**src/rtl/reg_scoreboard.sv**
```systemverilog
// reg_scoreboard: tracks in-flight register writers in EX/MEM/WB shadow slots
// and produces the per-register invalid codes used for stalls and forwarding.
//
// Ports:
//   clk, reset                 rising-edge clock, synchronous active-high reset
//   regwrite_cur, dest_id,
//   from_main_mem_id           writer leaving ID this edge (dest, load flag)
//   en_*/flush_*               pipeline register controls per stage
//   register_invalid[NREG]     0 none, 1 stall, 2 fwd EX/MEM, 3 fwd MEM/WB
//   pipeline_empty             no valid writer in any slot
//   writers_inflight           number of valid slots (0..3)
module reg_scoreboard #(
    parameter int NREG         = 8,
    parameter int AW           = 3,
    parameter bit LOAD_FWD_MEM = 1'b1
) (
    input  logic          clk,
    input  logic          reset,
    input  logic          regwrite_cur,
    input  logic [AW-1:0] dest_id,
    input  logic          from_main_mem_id,
    input  logic          en_idex,
    input  logic          flush_idex,
    input  logic          en_exmem,
    input  logic          flush_exmem,
    input  logic          en_memwb,
    input  logic          flush_memwb,
    output logic [2:0]    register_invalid [NREG-1:0],
    output logic          pipeline_empty,
    output logic [1:0]    writers_inflight
);

    typedef struct packed {
        logic          valid;
        logic [AW-1:0] dest;
        logic          is_load;
    } slot_t;

    slot_t ex_s;
    slot_t mem_s;
    slot_t wb_s;

    // Each slot follows its own stage controls; flush beats enable.
    // Only the valid bits need a reset value.
    always_ff @(posedge clk) begin
        if (reset) begin
            ex_s.valid  <= 1'b0;
            mem_s.valid <= 1'b0;
            wb_s.valid  <= 1'b0;
        end else begin
            if (flush_idex) begin
                ex_s.valid <= 1'b0;
            end else if (en_idex) begin
                ex_s.valid   <= regwrite_cur;
                ex_s.dest    <= dest_id;
                ex_s.is_load <= from_main_mem_id;
            end

            if (flush_exmem) begin
                mem_s.valid <= 1'b0;
            end else if (en_exmem) begin
                mem_s <= ex_s;
            end

            if (flush_memwb) begin
                wb_s.valid <= 1'b0;
            end else if (en_memwb) begin
                wb_s <= mem_s;
            end
        end
    end

    // Youngest writer wins. A WB writer never blocks: the register file
    // is write-first, so ID reads the new value in the same cycle.
    always_comb begin
        for (int r = 0; r < NREG; r++) begin
            register_invalid[r] = 3'd0;
            if (ex_s.valid && ex_s.dest == AW'(r)) begin
                register_invalid[r] = ex_s.is_load ? 3'd1 : 3'd2;
            end else if (mem_s.valid && mem_s.dest == AW'(r)) begin
                register_invalid[r] =
                    (mem_s.is_load && !LOAD_FWD_MEM) ? 3'd1 : 3'd3;
            end
        end
    end

    assign pipeline_empty   = !(ex_s.valid | mem_s.valid | wb_s.valid);
    assign writers_inflight = 2'(ex_s.valid) + 2'(mem_s.valid)
                            + 2'(wb_s.valid);

endmodule

```
**config.mk**
```make
export PLATFORM = sky130hd
export DESIGN_NAME = reg_scoreboard
export DESIGN_NICKNAME = d
export VERILOG_FILES = /design/src/rtl/reg_scoreboard.sv
export SDC_FILE = /design/constraint.sdc
export NUM_CORES = 1
export LEC_CHECK = 0
export CAP_MARGIN = 20
export CORE_MARGIN = 3
export CORE_UTILIZATION = 43
export CTS_BUF_LIST = sky130_fd_sc_hd__clkbuf_4 sky130_fd_sc_hd__clkbuf_8
export DETAILED_ROUTE_END_ITERATION = 10
export PLACE_DENSITY = 0.86
export SLEW_MARGIN = 10
export SYNTH_ARGS = -nofsm -noshare
export SYNTH_HDL_FRONTEND = slang
export SYNTH_SLANG_ARGS = --single-unit
```
**constraint.sdc**
```tcl
create_clock -name clk -period 3.1 [get_ports clk]
set_input_delay 0.62 -clock clk [delete_from_list [all_inputs] [get_ports clk]]
set_output_delay 0.62 -clock clk [all_outputs]
set_load 0.005 [all_outputs]
```
==> flow_metrics.env, run 1 <==
export IMPL_seq_power_share=0.548
export IMPL_postRouteAntennaNets=0
export IMPL_n_antenna_cell=0
export IMPL_fin_setup_tns_ns=0
export IMPL_gr_usage_met3=0.0307
export IMPL_p_clk_frac=0.330
export IMPL_layout_drive_gt1_share=0.0625
export IMPL_finalNonFillerCells=120
export IMPL_ys_ff_latch=10
export IMPL_critical_path_class="reg -> out"
export IMPL_synth_area_leader_cell="edfxtp_1"
export IMPL_ys_async_sr_fraction=0
export IMPL_required_ns=2.48
export IMPL_fin_skew_ns=0.00106
export IMPL_synth_area_top_cells="edfxtp_1, mux2i_1, buf_4"
export IMPL_die_x_um=48.4
export IMPL_netlist_area_um2=773
export IMPL_syn_to_final_growth_pct=40.1
export IMPL_coreArea_mm2=0.00159
export IMPL_intPower_uw=217
export IMPL_start_util=0.485
export IMPL_die_h_um=48.4
export IMPL_fill_cells=126
export IMPL_cts_setup_buffers=0
export IMPL_power_density_mw_per_mm2=261
export IMPL_fp_row_count=14
export IMPL_track_usage=0.131
export IMPL_syn_area_per_cell_um2=11.9
export IMPL_max_stage_delay_ns=0.59
export IMPL_hold_viol=0
export IMPL_cts_buffer_depth=2
export IMPL_use_met2=0.252
export IMPL_cts_clk_slew_worst_paths_ns=0.07
export IMPL_globalplace_congestion=0.752
export IMPL_clkSinkCount=10
export IMPL_period_needed_ns=2.78
export IMPL_grt_pass1_wl_um=2280
export IMPL_grt_start_max_net_pins=13
export IMPL_drt_iter0_markers=4
export IMPL_routed_via_density=5.15
export IMPL_timing_critical_path_buf_inv=1
export IMPL_ir_worst_vdd_mv=0.226
export IMPL_final_setup_viol_count=0
export IMPL_hpwl_um=1260
export IMPL_dr_pass1_iters=4
export IMPL_crit_slowest_cell="dfxtp_1"
export IMPL_ys_top_cells_by_count="mux2i_1, buf_4, edfxtp_1, nand4b_1"
export IMPL_grt_remaining_overflow=0
export IMPL_layout_nets=111
export IMPL_wl_per_cell_um=12.8
export IMPL_gr_usage_met1=0.120
export IMPL_yosysWarningCount=0
export IMPL_finalWirelength_um=1530
export IMPL_die_area_mm2=0.00234
export IMPL_cts_buffers=3
export IMPL_leakage_uw=0.000466
export IMPL_worst_slew_pin_slew_ns=0.553
export IMPL_num_vias=618
export IMPL_slew_violations=0
export IMPL_rsz0062_at_grt="false"
export IMPL_run_status="finished clean"
export IMPL_fin_crit_sh=0.897
export IMPL_synth_cells=65
export IMPL_yosysMostFrequentCell="mux2i_1"
export IMPL_cap_violations=0
export IMPL_route_detailed_drc=0
export IMPL_grt_busiest_layer="met2"
export IMPL_hp_class="reg -> reg"
export IMPL_sw_frac_of_total=0.233
export IMPL_cp_arrival_ns=2.16
export IMPL_synth_edf_count=7
export IMPL_cp_top_family="flip-flops"
export IMPL_cts_root_buf="clkbuf_4"
export IMPL_p_sw_uw=65.9
export IMPL_slew_headroom=0.631
export IMPL_hold_buffers=0
export IMPL_port_buffers=31
export IMPL_p_comb_frac=0.122
export IMPL_fmax_mhz=360
export IMPL_synth_cell_types=18
export IMPL_end_kind="output port"
export IMPL_grt_pass1_vias=532
export IMPL_io_pins=40
export IMPL_power_uw=283
export IMPL_antenna_found_initial=0
export IMPL_ys_flop_type="edfxtp_1"
export IMPL_cts_tree="yes"
export IMPL_h_tree_depth=1
export IMPL_crit_fanout=12
export IMPL_cts_resized=0
export IMPL_reg2reg_setup_slack_ns=2.10
export IMPL_clkLatencyLatePin_ns=0.27
export IMPL_dp_cells=116
export IMPL_worstPathCellList="or4b_4, mux2_1, clkdlybuf4s50_1"
export IMPL_setup_worst_path_start_class="register"
export IMPL_yosysSeqAreaShare=0.350
export IMPL_netlist_area_leader_share=0.272
## layout make-up
type / instances / area [µm²] / share of cell area
multi-input cells: 50 / 443 / 0.409
repair buffers: 31 / 310 / 0.286
flip-flops and latches: 10 / 270 / 0.249
well taps: 24 / 30.0 / 0.0277
clock buffers: 3 / 22.5 / 0.0208
clock inverters: 1 / 3.75 / 0.00346
inverters: 1 / 3.75 / 0.00346
## sequential cells by signal (all words and copies together) (netlist names)
register	count
ex_s	5
mem_s	4
wb_s	1
## power groups by stage
stage	Combinational [µW]	Clock [µW]	Sequential (µW)
6_report	34.5	93.3	155
4_1_cts	34.4	96.8	155
3_3_place_gp	33.6	0	157
5_1_grt	36.7	105	156
2_1_floorplan	22.7	0	154
3_5_place_dp	34.3	0	158
## per-layer routing
| metal | wire [µm] | share of wire |
|---|---|---|
| met1 | 586 | 0.38 |
| met4 | 36 | 0.024 |
| met5 | 0 | 0 |
| met2 | 776 | 0.51 |
| met3 | 132 | 0.086 |
## stage by stage
step	setup WS (ns)	hold slack, ns	instance area [µm²]	util
after global routing	0.209	0.598	1080	0.680
after global placement	0.640	0.538	1060	0.663
final	0.320	0.555	1080	0.680
after detailed placement	0.600	0.551	1060	0.663
after floorplan	1.14	0.518	800	-
after CTS	0.300	0.560	1080	0.680
## placed cells by master, fill, tap and decap left out, drive strengths merged
cell type       n
clkbuf          3
clkdlybuf4s50  31
clkinv          1
conb            8
dfxtp           3
edfxtp          7
fa              1
inv             1
mux2            2
mux2i          17
nand4           2
nand4b          6
nand4bb         6
nor3            4
nor3b           2
nor4b           1
or4b            1
## tightest hold or removal path, stage by stage (launching register included)
cell and delay, ns:
dfxtp_1 0.34, mux2i_1 0.13, nor3_1 0.05
## cell families (layout without fill, tap and decap cells)
kind of cell | Yosys count | in the layout | synth area share
buffers and inverters | 12 | 36 | 0.112
DFF | 10 | 10 | 0.350
and+or+nand+nor | 22 | 22 | 0.259
adders and majority gates | 1 | 1 | 0.0259
other | 1 | 8 | 0.00485
muxes | 19 | 19 | 0.249
## worst paths after layout
| path | startpoint | to | cells after the start |
|---|---|---|---|
| worst min-delay path | wb_s[4] | wb_s[4] | 2 |
| worst max-delay path | ex_s[4] | register_invalid[0] | 3 |
| worst max register to register | ex_s[4] | mem_s[4] | 2 |
| worst min register to register | wb_s[4] | wb_s[4] | 2 |
No activity file was read; power rests on OpenSTA's default activity.
==> run 2, diff against run 1 <==
Settings changed: MAX_ROUTING_LAYER from default to met4.
==> results of run 2 <==
No change in the layout: final DEF, timing and power equal those of run 1.
Main changes from that run: final weighted congestion in routability-driven placement 0.752 -> 0.762; overall routing resource usage 0.131 -> 0.134
